`config.mk`:
```
export PLATFORM = sky130hd
export DESIGN_NAME = bus_arbiter_rr4
export DESIGN_NICKNAME = d
export VERILOG_FILES = /design/src/rtl/bus_arbiter_rr4.sv
export SDC_FILE = /design/constraint.sdc
export NUM_CORES = 1
export LEC_CHECK = 0
export BUFFER_PORTS_ARGS = -buffer_cell sky130_fd_sc_hd__buf_2
export CORE_MARGIN = 5
export CORE_UTILIZATION = 48
export CTS_CLUSTER_SIZE = 14
export DETAILED_ROUTE_END_ITERATION = 10
export PLACE_DENSITY = 0.85
export SLEW_MARGIN = 20
export SYNTH_ARGS = -nofsm -noshare
export SYNTH_HDL_FRONTEND = slang
export SYNTH_SLANG_ARGS = --single-unit
```
`constraint.sdc`:
```
create_clock -name clk -period 5.1 [get_ports clk]
set_clock_uncertainty 0.1 [all_clocks]
set_input_delay 0 -clock clk [delete_from_list [all_inputs] [get_ports clk]]
set_output_delay 0 -clock clk [all_outputs]
set_load 0.01 [all_outputs]
```
`src/rtl/bus_arbiter_rr4.sv`:
```
// Four-way round-robin bus arbiter: registered one-hot grant, mux select and shared-bus word.
// Optional macro BUS_ARB_HOLD_LIMIT_EN forces release after HOLD_MAX cycles when others are waiting.
module bus_arbiter_rr4 #(
  parameter int WIDTH    = 8,
  parameter int HOLD_MAX = 4
) (
  input  logic             clk,
  input  logic             reset,
  input  logic [3:0]       req,
  input  logic [WIDTH-1:0] data_a,
  input  logic [WIDTH-1:0] data_b,
  input  logic [WIDTH-1:0] data_c,
  input  logic [WIDTH-1:0] data_d,
  output logic [3:0]       grant,
  output logic [1:0]       sel,
  output logic [WIDTH-1:0] bus_out,
  output logic             bus_valid
);

  typedef enum logic [1:0] {
    S_IDLE    = 2'd0,
    S_GRANT   = 2'd1,
    S_RELEASE = 2'd2
  } state_t;

  state_t           r_state;
  logic [1:0]       r_ptr;
  logic [3:0]       r_grant;
  logic [1:0]       r_sel;
  logic [WIDTH-1:0] r_bus_out;
  logic             r_bus_valid;

  logic             w_any;
  logic [1:0]       w_winner;
  logic [WIDTH-1:0] w_mux;
  logic [3:0]       w_owner_mask;
  logic             w_force;

  assign w_any        = |req;
  assign w_owner_mask = 4'b0001 << r_sel;

  // Scan from the farthest offset down so the nearest requester to ptr wins last.
  always_comb begin
    logic [1:0] idx;
    // NOTE: every combinational output gets a default first so no path infers a latch.
    w_winner = r_ptr;
    idx      = r_ptr;
    for (int k = 3; k >= 0; k--) begin
      idx = r_ptr + 2'(k);
      if (req[idx]) w_winner = idx;
    end
  end

  always_comb begin
    unique case (r_sel)
      2'd0:    w_mux = data_a;
      2'd1:    w_mux = data_b;
      2'd2:    w_mux = data_c;
      default: w_mux = data_d;
    endcase
  end

`ifdef BUS_ARB_HOLD_LIMIT_EN
  localparam int CW = (HOLD_MAX > 1) ? $clog2(HOLD_MAX) : 1;
  localparam logic [CW-1:0] HOLD_LAST = CW'(HOLD_MAX - 1);

  logic [CW-1:0] r_hold;

  // Counter sits at zero outside GRANT and saturates at HOLD_LAST while the owner stays alone.
  always_ff @(posedge clk or posedge reset) begin
    if (reset) begin
      r_hold <= '0;
    end else if (r_state != S_GRANT) begin
      r_hold <= '0;
    end else if (r_hold != HOLD_LAST) begin
      r_hold <= r_hold + 1'b1;
    end
  end

  assign w_force = (r_hold == HOLD_LAST) && |(req & ~w_owner_mask);
`else
  assign w_force = 1'b0;
`endif

  // NOTE: sequential state uses non-blocking assignments so every register sees pre-edge values.
  always_ff @(posedge clk or posedge reset) begin
    if (reset) begin
      r_state     <= S_IDLE;
      r_ptr       <= 2'd0;
      r_grant     <= 4'b0000;
      r_sel       <= 2'd0;
      r_bus_out   <= '0;
      r_bus_valid <= 1'b0;
    end else begin
      unique case (r_state)
        S_IDLE, S_RELEASE: begin
          if (w_any) begin
            r_state <= S_GRANT;
            r_grant <= 4'b0001 << w_winner;
            r_sel   <= w_winner;
          end else begin
            r_state <= S_IDLE;
          end
        end
        S_GRANT: begin
          if (req[r_sel] && !w_force) begin
            r_bus_out   <= w_mux;
            r_bus_valid <= 1'b1;
          end else begin
            // Turnaround: sel is kept, bus_out holds, next search starts past the owner.
            r_state     <= S_RELEASE;
            r_grant     <= 4'b0000;
            r_bus_valid <= 1'b0;
            r_ptr       <= r_sel + 2'd1;
          end
        end
        default: begin
          r_state     <= S_IDLE;
          r_grant     <= 4'b0000;
          r_bus_valid <= 1'b0;
        end
      endcase
    end
  end

  assign grant     = r_grant;
  assign sel       = r_sel;
  assign bus_out   = r_bus_out;
  assign bus_valid = r_bus_valid;

endmodule

```
# Yosys cells after proc, flatten, opt, wreduce, memory -nomap -nowiden
# Cells that the tools add are included.
# classes
addsub	4
mul	0
div	0
n_lt_le_gt_ge	5
eq_ne	6
n_shift	1
mux	23
n_bitwise	1
reduce_logical	8
# ops
operator	n
8-bit one-hot mux with 3 select lines	1
2-bit by 3-bit < comparator with 1-bit output, second input constant	5
1-bit binary-select mux with 2-bit select	5
2-bit two-way mux	5
4-bit two-way mux	2
4-bit one-hot mux with 2 select lines	1
2-bit AND reduction	4
1-bit two-way mux	7
2-bit by 1-bit adder with 2-bit output, second input constant	2
2-bit adder, second input constant	2
2-bit by 1-bit equality test with 1-bit output, second input constant	2
2-bit equality test, second input constant	2
2-bit logical NOT	2
2-bit inequality test, second input constant	2
2-bit one-hot mux with 2 select lines	1
4-bit OR reduction	1
1-bit by 2-bit << shifter with 4-bit output, first input constant	1
1-bit one-hot mux with 2 select lines	1
2-bit OR reduction	1
1-bit inverter	1
# totals
ff_bits	19
latch_bits	0
ram_bits	0
mem_bits_ro	0
input_bits	38
out_inout_bits	15
elab_cells	54
n_memories	0

# Logic depth before layout (Yosys ltp)
# depth
depth_word	10
depth_mapped	7
mapped_depth_nobuf	6

# Least setup slack after synthesis
# Ideal clock, no wire load.
# synth_path
path_type	flip-flop to flip-flop
from	register r_sel[1], in the netlist sel[1]
to	register r_ptr[1]
setup_time_ns	0.125
arrival_time_ns	1.557
required_time_ns	4.875
setup_slack_ns	3.318
path_stages_with_launch	4
path_buffers	0
synth_period_minus_slack_ns	1.782
cell_sequence	dfrtp_1 mux4_2 nor3_4 mux2_2
# synth_via
elab_chain_len	4
word_cells_on_any_way	5
classes_between	add/sub (1); mux (2); bitwise (1); reduce/logical (1)
# synth_lines
element	line_no	source
start: declaration	29	logic [1:0] r_sel;
start signal: assignment	100	r_sel <= w_winner;
1-bit binary-select mux with 2-bit select	106	if (req[r_sel] && !w_force) begin
1-bit two-way mux (implied by the code)	106	
1-bit inverter (no line)	n/a	
2-bit AND reduction (no line)	n/a	
end signal: assignment	114	r_ptr <= r_sel + 2'd1;
end: declaration	27	logic [1:0] r_ptr;
# Several ways; a longest one is shown, not always the timed one. The select of a mux whose other input is x is not followed.
# A chain may end at the register's enable or synchronous reset.

# Worst setup path in the final report
# Same ends and word-level chain as after synthesis.

==> impl_metrics.prom <==
# TYPE chip_impl_metric gauge
chip_impl_metric{name="pin_count",unit=""} 53
chip_impl_info{name="cts_tree",value="yes"} 1
chip_impl_metric{name="area_share_of_the_leading_cell_type_in_the_synthesized_netlist",unit=""} 0.440
chip_impl_metric{name="slew_headroom",unit=""} 0.528
chip_impl_info{name="synth_top_area_cell",value="sky130_fd_sc_hd__dfrtp_1"} 1
chip_impl_info{name="min-delay-path-class",value="in2reg"} 1
chip_impl_metric{name="antennaDiodeCount",unit=""} 0
chip_impl_metric{name="ys_ff_latch",unit=""} 19
chip_impl_metric{name="ff2ff_path_depth",unit=""} 3
chip_impl_metric{name="synthesis.instances",unit=""} 110
chip_impl_metric{name="dieHeight",unit="um"} 57.5
chip_impl_info{name="failed_checks",value="negative hold slack"} 1
chip_impl_info{name="start_kind",value="flip-flop"} 1
chip_impl_metric{name="final-max-slew-violation-count",unit=""} 0
chip_impl_metric{name="pin_count_of_the_biggest_net_entering_global_routing",unit=""} 21
chip_impl_metric{name="drt-wirelength-per-cell",unit="um"} 14.7
chip_impl_metric{name="final-hold-violation-count",unit=""} 1
chip_impl_metric{name="critPathArrivalTime",unit="ns"} 1.90
chip_impl_metric{name="cts_buffers",unit=""} 3
chip_impl_info{name="grt_setup_unrepaired",value="no"} 1
chip_impl_metric{name="finalWeightedCongestion",unit=""} 0.853
chip_impl_metric{name="yosysSeqAreaShare",unit=""} 0.440
chip_impl_metric{name="hpwlAfterDp",unit="um"} 2250
chip_impl_metric{name="postCtsResizedCells",unit=""} 0
chip_impl_metric{name="post-route-period-util",unit=""} 0.356
chip_impl_metric{name="timing.final.setup_violations",unit=""} 0
chip_impl_info{name="main_synth_ff_type",value="sky130_fd_sc_hd__dfrtp_1"} 1
chip_impl_metric{name="drive_gt1_frac",unit=""} 0.367
chip_impl_metric{name="power_per_cell_area",unit="nW/um^2"} 535
chip_impl_metric{name="ff2ff_setup_slack",unit="ns"} 3.28
chip_impl_metric{name="placeableCoreArea",unit="um^2"} 2190
chip_impl_metric{name="timing.hold.worst_path_depth",unit=""} 3
chip_impl_metric{name="yosysWarningCount",unit=""} 0
chip_impl_metric{name="synthesis.area",unit="um^2"} 1080
chip_impl_info{name="reg2reg_to",value="r_ptr[1]"} 1
chip_impl_metric{name="synth_edf_count",unit=""} 0
chip_impl_metric{name="report.power.total",unit="mW"} 0.783
chip_impl_info{name="cts_root_buf",value="sky130_fd_sc_hd__clkbuf_4"} 1
chip_impl_metric{name="grt_overflow",unit=""} 0
chip_impl_metric{name="mappedNetlistNets",unit=""} 152
chip_impl_metric{name="horiz_die_dim",unit="um"} 57.5
chip_impl_metric{name="critical_path.max_fanout",unit=""} 6
chip_impl_metric{name="finish.utilization",unit=""} 0.669
chip_impl_info{name="synthTopCellsByArea",value="sky130_fd_sc_hd__dfrtp_1 (44%), sky130_fd_sc_hd__a222oi_1 (7.4%), sky130_fd_sc_hd__a21oi_1 (4.6%)"} 1
chip_impl_metric{name="standard_cell_area_after_detailed_placement",unit="um^2"} 1340
chip_impl_metric{name="drt_total_wl",unit="um"} 2890
chip_impl_metric{name="ctsHtreeMaxLevel",unit=""} 1
chip_impl_info{name="whs_endpoint",value="r_state[0]"} 1
chip_impl_metric{name="setup_total_negative_slack",unit="ns"} 0
chip_impl_info{name="timing.rr.start",value="sel[1]"} 1
chip_impl_metric{name="drv_cap",unit=""} 0
chip_impl_metric{name="die_area",unit="um^2"} 3300
chip_impl_info{name="status",value="finished, violations left"} 1
chip_impl_metric{name="preCtsSetupSlack",unit="ns"} 3.29
chip_impl_metric{name="ir_drop",unit="mV"} 0.389
chip_impl_metric{name="design_area",unit="um^2"} 1470
chip_impl_metric{name="synthArstFlopShare",unit=""} 1.00
chip_impl_metric{name="area_growth_syn_to_layout",unit="%"} 35.5
chip_impl_metric{name="firstDrtPassIters",unit=""} 4
chip_impl_metric{name="worst-slew-pin-transition",unit="ns"} 0.707
chip_impl_metric{name="cts_max_path_buffers",unit=""} 2
chip_impl_metric{name="fmax",unit="MHz"} 551
chip_impl_metric{name="port-buffer-count",unit=""} 52
chip_impl_metric{name="num_vias",unit=""} 1093
chip_impl_metric{name="detail_route.drc_violations",unit=""} 0
chip_impl_metric{name="finalHoldWorstSlack",unit="ns"} -0.00278
chip_impl_metric{name="clk_pin_slew_worst_paths",unit="ns"} 0.11
chip_impl_metric{name="count_of_nets_after_finishing",unit=""} 212
chip_impl_metric{name="initial_antenna_violation_count",unit=""} 0
chip_impl_info{name="setup.worst_path.end_class",value="flip-flop"} 1
chip_impl_metric{name="start_util",unit=""} 0.493
chip_impl_metric{name="critical_path_required",unit="ns"} 5.19
chip_impl_metric{name="first_global_vias",unit=""} 1094
chip_impl_metric{name="antenna_violating_nets_post_route",unit=""} 0
chip_impl_metric{name="row_count",unit=""} 17
chip_impl_metric{name="power_leakage",unit="nW"} 0.755
chip_impl_metric{name="drt_iter0_markers",unit=""} 47
chip_impl_info{name="hold_path.startpoint",value="req[0]"} 1
chip_impl_metric{name="combined_global_route_utilization_of_all_metal_layers",unit=""} 0.180
chip_impl_metric{name="vias_per_cell",unit=""} 5.55
chip_impl_metric{name="synth.avg_cell_area",unit="um^2"} 9.83
chip_impl_metric{name="grt_pass1_wl",unit="um"} 4660
chip_impl_metric{name="clock_sinks",unit=""} 19
chip_impl_metric{name="clock_latency",unit="ns"} 0.29
chip_impl_info{name="worst-setup-path-type",value="reg2reg"} 1
chip_impl_metric{name="layout_setup_ws",unit="ns"} 3.28
chip_impl_metric{name="post_synth_num_cell_types",unit=""} 32
chip_impl_metric{name="period_needed",unit="ns"} 1.82
==> power by group <==
| part | switching [mW] | internal (mW) |
|---|---|---|
| clock network | 0.0474 | 0.0292 |
| registers | 0.0598 | 0.220 |
| logic | 0.240 | 0.187 |
==> layout by cell type, fill, tap and decap left out, types with 2 or more instances in the layout <==
cell type,netlist,routed
sky130_fd_sc_hd__ha_1,4,4
sky130_fd_sc_hd__buf_2,1,52
sky130_fd_sc_hd__inv_1,6,6
sky130_fd_sc_hd__mux2_2,2,2
sky130_fd_sc_hd__dlygate4sd3_1,0,10
sky130_fd_sc_hd__nor2_1,11,11
sky130_fd_sc_hd__dfrtp_1,19,19
sky130_fd_sc_hd__clkbuf_4,0,3
sky130_fd_sc_hd__a222oi_1,8,8
sky130_fd_sc_hd__a21oi_1,10,10
sky130_fd_sc_hd__o21ai_0,10,10
sky130_fd_sc_hd__nor2b_1,3,3
sky130_fd_sc_hd__o21ai_1,3,3
sky130_fd_sc_hd__nand2_1,10,10
==> through the flow <==
step	hold slack, ns	std cells
floorplan	-0.149	110
global placement	0.0263	183
detailed placement	0.0479	183
CTS	0.00266	197
global route	0.0466	197
finish	-0.00278	197
==> cell type report <==
class                      count  area [um^2]
fill                         184          726
multi-input combinational     78          544
sequential                    19          475
timing repair buffer          62          360
tap                           28         35.0
clock buffer                   3         22.5
inverter                       6         22.5
clock inverter                 1         5.00
==> registers in the layout, summed over array words and instances (netlist names) <==
name and count:
bus_out 8, bus_valid 1, grant 4, r_ptr 2
r_state 2, sel 2
==> cells by family after synthesis <==
family | count (synthesis) | share of synthesized area
DFF | 19 | 0.440
adders and majority gates | 4 | 0.0463
muxes | 3 | 0.0417
buffers and inverters | 13 | 0.0567
and+or+nand+nor | 31 | 0.160
AOI/OAI and AO/OA | 40 | 0.256
==> layer usage <==
| layer | track usage | wire length [um] |
|---|---|---|
| met1 | 0.218 | 1170 |
| met2 | 0.310 | 1510 |
| met3 | 0.0407 | 166 |
| met4 | 0.0695 | 42 |
| met5 | 0 | 0 |
==> synthesized netlist by cell type, types with 2 or more instances <==
| library cell | n |
|---|---|
| sky130_fd_sc_hd__dfrtp_1 | 19 |
| sky130_fd_sc_hd__nor2_1 | 11 |
| sky130_fd_sc_hd__a21oi_1 | 10 |
| sky130_fd_sc_hd__nand2_1 | 10 |
| sky130_fd_sc_hd__o21ai_0 | 10 |
| sky130_fd_sc_hd__a222oi_1 | 8 |
| sky130_fd_sc_hd__inv_1 | 6 |
| sky130_fd_sc_hd__clkbuf_1 | 4 |
| sky130_fd_sc_hd__ha_1 | 4 |
| sky130_fd_sc_hd__nor2b_1 | 3 |
| sky130_fd_sc_hd__o21ai_1 | 3 |
| sky130_fd_sc_hd__mux2_2 | 2 |
==> worst max-delay path by stage <==
stage          endpoint  startpoint  cells past startpoint
2_1_floorplan  r_ptr[1]      sel[1]                      3
3_3_place_gp   r_ptr[1]      sel[1]                      3
3_5_place_dp   r_ptr[1]      sel[1]                      3
4_1_cts        r_ptr[1]      sel[1]                      3
5_1_grt        r_ptr[1]      sel[1]                      3
6_report       r_ptr[1]      sel[1]                      3
==> worst max-delay path, stage by stage, from the launching register on <==
cell,delay [ns]
sky130_fd_sc_hd__dfrtp_1,0.47
sky130_fd_sc_hd__mux4_2,0.59
sky130_fd_sc_hd__nor3_4,0.19
sky130_fd_sc_hd__mux2_2,0.36
==> what timing repair did <==
| item | in CTS | in global routing |
|---|---|---|
| endpoints found under the hold margin | 28 | 0 |
| setup buffers | 0 | 0 |
| setup endpoints to repair | 0 | 0 |
| hold buffers | 10 | 0 |
Power figures use the tool's default switching activity.
